### config.mk
export PLATFORM = sky130hd
export DESIGN_NAME = mem_port_arbiter
export DESIGN_NICKNAME = d
export VERILOG_FILES = /design/src/rtl/mem_port_arbiter.sv
export SDC_FILE = /design/constraint.sdc
export NUM_CORES = 1
export LEC_CHECK = 0
export ABC_AREA = 1
export CAP_MARGIN = 10
export CORE_MARGIN = 2
export CORE_UTILIZATION = 40
export DETAILED_ROUTE_END_ITERATION = 10
export PLACE_DENSITY = 0.8
export SLEW_MARGIN = 20
export SYNTH_ARGS = -nofsm -noshare
export SYNTH_HDL_FRONTEND = slang
export SYNTH_SLANG_ARGS = --single-unit
### constraint.sdc
create_clock -name clk -period 1.5 [get_ports clk]
set_input_delay 0.225 -clock clk [delete_from_list [all_inputs] [get_ports clk]]
set_output_delay 0.225 -clock clk [all_outputs]
set_load 0.01 [all_outputs]
### src/rtl/mem_port_arbiter.sv
// rtl/mem_port_arbiter.sv - round-robin IF/D arbiter sequencing a single-port 64x32 word memory
module mem_port_arbiter #(
  parameter int AW      = 6,
  parameter int DW      = 32,
  parameter int TIMEOUT = 15
) (
  input  logic          clk,
  input  logic          rst_n,
  input  logic          if_req,
  input  logic [AW-1:0] if_addr,
  output logic          if_ack,
  output logic [DW-1:0] if_rdata,
  input  logic          d_req,
  input  logic          d_we,
  input  logic [AW-1:0] d_addr,
  input  logic [DW-1:0] d_wdata,
  output logic          d_ack,
  output logic [DW-1:0] d_rdata,
  output logic [AW:0]   mem_addr,
  output logic [DW-1:0] mem_din,
  input  logic [DW-1:0] mem_dout,
  input  logic          mem_mfc,
  output logic          busy,
  output logic          timeout_err
);

  localparam int CW = (TIMEOUT > 1) ? $clog2(TIMEOUT) : 1;

  typedef enum logic [1:0] {IDLE, ISSUE, WAIT, RESP} state_t;

  state_t          state_q, state_d;
  logic            gnt_d_q, gnt_d_d;
  logic            last_d_q, last_d_d;
  logic [AW-1:0]   addr_q, addr_d;
  logic            we_q, we_d;
  logic [DW-1:0]   wdata_q, wdata_d;
  logic [CW-1:0]   cnt_q, cnt_d;
  logic [DW-1:0]   if_rdata_q, if_rdata_d;
  logic [DW-1:0]   d_rdata_q, d_rdata_d;
  logic            terr_q, terr_d;
  logic            pick_d;

  always_ff @(posedge clk or negedge rst_n) begin
    if (!rst_n) begin
      state_q    <= IDLE;
      gnt_d_q    <= 1'b0;
      last_d_q   <= 1'b1;
      addr_q     <= '0;
      we_q       <= 1'b0;
      wdata_q    <= '0;
      cnt_q      <= '0;
      if_rdata_q <= '0;
      d_rdata_q  <= '0;
      terr_q     <= 1'b0;
    end else begin
      state_q    <= state_d;
      gnt_d_q    <= gnt_d_d;
      last_d_q   <= last_d_d;
      addr_q     <= addr_d;
      we_q       <= we_d;
      wdata_q    <= wdata_d;
      cnt_q      <= cnt_d;
      if_rdata_q <= if_rdata_d;
      d_rdata_q  <= d_rdata_d;
      terr_q     <= terr_d;
    end
  end

  always_comb begin
    state_d    = state_q;
    gnt_d_d    = gnt_d_q;
    last_d_d   = last_d_q;
    addr_d     = addr_q;
    we_d       = we_q;
    wdata_d    = wdata_q;
    cnt_d      = cnt_q;
    if_rdata_d = if_rdata_q;
    d_rdata_d  = d_rdata_q;
    terr_d     = terr_q;
    pick_d     = 1'b0;
    case (state_q)
      IDLE: begin
        if (if_req || d_req) begin
          // On a tie the port that did not win last time gets the grant.
          pick_d  = d_req && (!if_req || !last_d_q);
          gnt_d_d = pick_d;
          addr_d  = pick_d ? d_addr : if_addr;
          we_d    = pick_d & d_we;
          wdata_d = pick_d ? d_wdata : '0;
          state_d = ISSUE;
        end
      end
      ISSUE: begin
        cnt_d   = '0;
        state_d = WAIT;
      end
      WAIT: begin
        if (mem_mfc) begin
          if (!we_q) begin
            if (gnt_d_q) d_rdata_d = mem_dout;
            else         if_rdata_d = mem_dout;
          end
          state_d = RESP;
        end else if (cnt_q == CW'(TIMEOUT - 1)) begin
          terr_d = 1'b1;
          if (!we_q) begin
            if (gnt_d_q) d_rdata_d = '0;
            else         if_rdata_d = '0;
          end
          state_d = RESP;
        end else begin
          cnt_d = cnt_q + CW'(1);
        end
      end
      RESP: begin
        last_d_d = gnt_d_q;
        state_d  = IDLE;
      end
      default: state_d = IDLE;
    endcase
  end

  // The write bit is only ever set in ISSUE, so each write strobes exactly once.
  always_comb begin
    mem_addr = '0;
    case (state_q)
      ISSUE:   mem_addr = {we_q, addr_q};
      WAIT:    mem_addr = {1'b0, addr_q};
      default: mem_addr = '0;
    endcase
  end

  assign mem_din     = wdata_q;
  assign if_ack      = (state_q == RESP) && !gnt_d_q;
  assign d_ack       = (state_q == RESP) && gnt_d_q;
  assign if_rdata    = if_rdata_q;
  assign d_rdata     = d_rdata_q;
  assign busy        = (state_q != IDLE);
  assign timeout_err = terr_q;

endmodule
==> results of run 1 <==
-- per-stage QoR --
step	worst slack (ps)	util, %	total power [mW]	hold slack [ps]
floorplan	5.29	-	8.09	-70.6
CTS	-357	61.2	14.8	282
global placement	-328	58.5	12.0	106
global route	-427	62.2	15.6	299
detailed placement	-403	58.5	12.2	106
finish	-350	62.2	14.5	278
-- cells by family (layout without fill, tap and decap cells) --
logic type	Yosys count	count (layout)	synth area share (%)
fa+ha+maj	6	6	1.46
buf+inv	95	293	8.51
xor+xnor	1	1	0.171
compound gates	4	4	0.658
simple gates	409	409	34.6
flops	112	112	54.6
-- power by group --
part | leakage [nW] | total (mW) | internal (mW) | switching (mW)
Clock | 0.158 | 2.60 | 1.50 | 1.10
Sequential | 1.46 | 5.07 | 4.32 | 0.750
Combinational | 3.19 | 6.88 | 3.28 | 3.60
Total | 4.81 | 14.5 | 9.10 | 5.44
-- cell usage after synthesis, drive strengths merged --
| cell type | number |
|---|---|
| clkbuf | 11 |
| or2 | 3 |
| clkinv | 5 |
| nand4 | 65 |
| xor2 | 1 |
| ha | 6 |
| inv | 48 |
| o21ai | 2 |
| buf | 31 |
| a21oi | 1 |
| nand2 | 291 |
| o21bai | 1 |
| nor2 | 9 |
| dfrtp | 111 |
| dfstp | 1 |
| nand3 | 41 |
-- cell type report --
| class | instances | area, um^2 |
|---|---|---|
| clock inverters | 6 | 82.6 |
| repair buffers | 224 | 2340 |
| inverters | 53 | 199 |
| flip-flops and latches | 112 | 2800 |
| multi-input cells | 420 | 1930 |
| well taps | 172 | 215 |
| fillers | 1037 | 4750 |
| clock buffers | 10 | 239 |
-- worst max-delay path by stage --
stage                   to  cells past startpoint  slack [ps]  startpoint
3_5_place_dp   mem_addr[1]                      6        -400  state_q[0]
2_1_floorplan  mem_addr[0]                      6           5  state_q[0]
6_report       mem_addr[1]                      7        -350  state_q[1]
4_1_cts        mem_addr[1]                      7        -360  state_q[0]
5_1_grt        mem_addr[3]                      7        -430  state_q[1]
3_3_place_gp   mem_addr[5]                      6        -330  state_q[0]
-- repair_timing --
action,CTS,global route
cloned,0,0
pin swaps,4,1
setup endpoints to repair,103,136
setup buffers,3,0
endpoints found under the hold margin,10,0
hold buffers,1,0
resized for setup,72,50
-- registers in the layout (all words and copies together), names as in the netlist --
| register | cells |
|---|---|
| d_rdata | 32 |
| gnt_d_q | 1 |
| state_q | 2 |
| we_q | 1 |
| addr_q | 6 |
| timeout_err | 1 |
| if_rdata | 32 |
| last_d_q | 1 |
| mem_din | 32 |
| cnt_q | 4 |
-- routing by layer --
metal  up-vias  track usage (%)  wire length [um]
met5         -                0                 0
met4         0             7.14               193
met3        13             5.77              1320
met2       222             38.3              7350
met1      2300             27.8              6160
li1       2377                -                 -
-- worst register-to-register path, delay by kind of cell, from the launching register on --
kind          cells  cell delay (ps)
buf+inv           4              690
flops             1              410
simple gates      4              380
fa+ha+maj         1              190
==> results.toml, run 1 <==
[logic_synthesis]
synth_warnings = 0
avgSynthCellArea_um2 = 8.19
synth-seq-cells = 112
netlist-cell-type-count = 23
synth_top_cell_area_share_pct = 54.1
synthTopCellsByArea = "dfrtp_1 54%, nand2_1 21%, nand4_1 7.9%"
ys_seq_area_share_pct = 54.6
syn_area_mm2 = 0.00513
synth_top_cell_by_area = "dfrtp_1"
synthCells = 627
syn_nets = 715

[finish]
final_nets = 908
layout-drive-gt1-share_pct = 10.4
area_growth_pct = 52.2
final_area_mm2 = 0.00781
layout_common_cells = "289 x nand2_1, 111 x dfrtp_1, 108 x clkdlybuf4s50_1"
insertedDiodeCount = 0
stdcell_count = 997
layout_commonest_cell = "nand2_1"

[clocking]
cts-root-buf = "clkbuf_16"
clockBufferDepth = 2
cts-buffers-inserted = 9
clk_latency_ps = 350
cts_tree = "done"
clk_pin_slew_worst_paths_ps = 70
cts_max_level = 3
clkSinkCount = 112

[placement]
dpl_cell_area_mm2 = 0.00735
place_congestion = 0.819
io_buffers = 188
dp.cells = 978
dp_hpwl_um = 10600

[timing]
setup_tns_ps = -12150
tightest_slew_ps = 302
fmax_mhz = 541
rsz0062_at_grt = "yes"
slew_headroom_pct = 79.9
setup_viol = 79
finClkSkew_ps = 7.01
drv_slew = 0
finalHoldViolCount = 0
setup_ws_ps = -350
finalCritPeriodShare_pct = 123
finalCriticalPeriod_ps = 1850

[die]
die_w_um = 117
start_util_pct = 40.8
fp-row-count = 41
die_y_um = 117
ioPinCount = 189
die-area_mm2 = 0.0138
core_area_mm2 = 0.0126

[detailed_routing]
route.vias.total = 4912
drcViolationCount = 0
antenna_left = 0
drt-total-wl_um = 15000
dr.pass1.iters = 5
drtIter0Drc = 509
wl_per_cell_um = 15.1
via_per_inst = 4.93

[grt]
grt_max_degree = 44
gr-usage-all-layers_pct = 22.4
grt_overflow = 0
antenna_found_initial = 0
grt_pass1_wl_um = 23600
grt_pass1_vias = 4775

[flow_run]
maxCapViolations = 0

[critical_path]
reg2reg_slack_ps = -270
crit_family = "flip-flops"
reg2reg_from = "state_q[0]"
criticalPathCategory = "reg2out"
cp.arrival_ps = 1620
critPathMaxFanout = 4
timing.rr.end = "d_rdata[16]"
crit_chain = "inv_2 > ha_2 > or2_4 > nand2_4 > buf_6 > nor2_1 > buf_2"
start_kind = "flop"
cp_data_required_time_ps = 1270
path_buf_inv = 3
critPathSlowestCell = "dfrtp_1"
slowest_delay_ps = 390
rr_worst_depth = 9
cp-end-kind = "output pin"

[min_path]
hp-class = "in2async"

[power_and_ir_drop]
ir_worst_vdd_uv = 852
power.leakage_nw = 4.81
p_per_area_mw_per_mm2 = 1860

[status]
violations = "negative setup slack"
status = "finished, violations left"
(Power assumes the default switching activity.)
==> run 2: changes to the inputs <==
CELL_PAD_IN_SITES_DETAIL_PLACEMENT = 1   (was default)
CELL_PAD_IN_SITES_GLOBAL_PLACEMENT = 1   (was default)
CORE_UTILIZATION = 29   (was 40)
PLACE_DENSITY = 0.81   (was 0.8)
==> run 2 against run 1 <==
  * The flow still finishes with violations (negative setup slack)
  * Sequential cell count did not move
  * Design area up 1.2%
  * Power grew 0.41%
  * Register-to-register slack gained 30 ps
  * Critical path depth is the same
  * Clock power down 6%
  * Highest routed layer unchanged
  * Final cell count increased by 5.9%
  * Largest power group unchanged
  * Maximum frequency is 0.46% higher
  * Sequential share of layout area down 0.42 points
  * Critical endpoint is now mem_addr[3]
  * Worst setup slack improved by 8.5 ps
  * Core utilization fell by 16 points
  * Die area up 37%
==> results.toml, run 2 (synthesized netlist as in run 1, its figures left out) <==
[status]
status = "finished, violations left"
violations = "negative setup slack"

[critical_path]
cp.arrival_ps = 1620
cp_data_required_time_ps = 1270
reg2reg_from = "state_q[0]"
rr_worst_depth = 9
slowest_delay_ps = 420
criticalPathCategory = "reg2out"
reg2reg_slack_ps = -240
timing.rr.end = "d_rdata[19]"
start_kind = "flop"
crit_chain = "inv_2 > ha_2 > or2_4 > nand2_4 > buf_6 > nor2_1 > buf_2"
critPathSlowestCell = "dfrtp_2"
cp-end-kind = "output pin"
critPathMaxFanout = 3

[detailed_routing]
drcViolationCount = 0
drt-total-wl_um = 17600
via_per_inst = 4.74
drtIter0Drc = 210
wl_per_cell_um = 16.7
route.vias.total = 5008
antenna_left = 0
dr.pass1.iters = 4

[die]
ioPinCount = 189
die_w_um = 137
start_util_pct = 29.7
fp-row-count = 48
die_y_um = 137
core_area_mm2 = 0.0173
die-area_mm2 = 0.0188

[power_and_ir_drop]
p_per_area_mw_per_mm2 = 1850
clock_power_share_pct = 16.7
p_seq_share_pct = 34.7
ir_worst_vdd_uv = 688
swShare_pct = 39.3
power.leakage_nw = 4.84
internal_power_mw = 8.86
power.switching_mw = 5.75
combPwrFrac_pct = 48.6

[timing]
holdWs_ps = 332
slew_headroom_pct = 75.3
fmax_mhz = 543
finClkSkew_ps = 6.75
finalCriticalPeriod_ps = 1840
setup_ws_ps = -341
setup_viol = 79
finalHoldViolCount = 0
drv_slew = 0
tightest_slew_ps = 370
rsz0062_at_grt = "yes"
finalCritPeriodShare_pct = 123

[clocking]
clkSinkCount = 112
clockBufferDepth = 2
cts_max_level = 3
cts-root-buf = "clkbuf_16"
clk_pin_slew_worst_paths_ps = 70
clk_latency_ps = 360
cts_tree = "done"
cts-buffers-inserted = 9

[finish]
layout_common_cells = "286 x nand2_1, 110 x dfrtp_1, 82 x clkdlybuf4s50_1"
layout-drive-gt1-share_pct = 11.7
final_nets = 914
layout_commonest_cell = "nand2_1"
insertedDiodeCount = 0
utilization_pct = 45.7
area_growth_pct = 54.1

[grt]
grt_use_met1_pct = 23.6
grt_use_met2_pct = 31.3
grt-busiest-layer = "met2"
grt_pass1_vias = 5260
antenna_found_initial = 0
met3_usage_pct = 6.74
grt_max_degree = 40
grt_overflow = 0
grt_pass1_wl_um = 27700
gr-usage-all-layers_pct = 19.1

[placement]
dp_hpwl_um = 12500
io_buffers = 188
place_congestion = 0.782

[min_path]
hp-class = "in2async"

[flow_run]
maxCapViolations = 0
-- run 2: worst max path at each step --
stage | slack, ps | cells past startpoint | start | endpoint
3_5_place_dp | -370 | 7 | state_q[1] | mem_addr[2]
3_3_place_gp | -310 | 7 | state_q[0] | mem_addr[1]
4_1_cts | -370 | 6 | state_q[1] | mem_addr[6]
5_1_grt | -400 | 7 | state_q[1] | mem_addr[3]
6_report | -340 | 7 | state_q[1] | mem_addr[3]
2_1_floorplan | 5 | 6 | state_q[0] | mem_addr[0]
-- run 2: cell type report --
cell class / count / area (um^2)
fillers: 2027 / 9390
flip-flops and latches: 112 / 2810
repair buffers: 230 / 2360
clock buffers: 11 / 233
multi-input cells: 420 / 1970
clock inverters: 5 / 56.3
inverters: 53 / 204
well taps: 225 / 282
-- run 2: timing repair --
| item | in CTS | in global routing |
|---|---|---|
| cloned | 0 | 2 |
| endpoints found under the hold margin | 22 | 0 |
| hold buffers | 1 | 0 |
| setup buffers | 3 | 2 |
| setup endpoints to repair | 137 | 159 |
| pin swaps | 2 | 4 |
| resized for setup | 106 | 60 |
-- run 2: worst max-delay path, delay by kind of cell (launching register included) --
family | cells | cell delay, ps
flops | 1 | 420
simple gates | 3 | 350
buf+inv | 3 | 310
fa+ha+maj | 1 | 170
-- run 2: power groups by stage --
| stage | sequential, mW | clock [mW] | combinational (mW) |
|---|---|---|---|
| floorplan | 5.57 | 0 | 2.53 |
| global placement | 5.10 | 0 | 7.14 |
| detailed placement | 5.15 | 0 | 7.31 |
| CTS | 5.10 | 2.50 | 6.98 |
| global route | 5.24 | 2.60 | 7.83 |
| finish | 5.07 | 2.44 | 7.09 |
-- run 2: routing by layer --
layer | wire length (um) | share of wire (%) | up-vias
li1 | - | - | 2380
met1 | 7460 | 42 | 2428
met2 | 8150 | 46 | 184
met3 | 1770 | 10 | 16
met4 | 225 | 1.3 | 0
met5 | 0 | 0 | -
-- run 2: through the flow --
step	worst slack, ps	cells	area (um^2)	TNS [ps]	power [mW]
floorplan	5.29	627	5130	0	8.09
detailed placement	-373	1035	7460	-18070	12.5
global route	-397	1056	7910	-18350	15.7
finish	-341	1056	7910	-11070	14.6
global placement	-306	1035	7460	-15310	12.2
CTS	-370	1055	7720	-12410	14.6
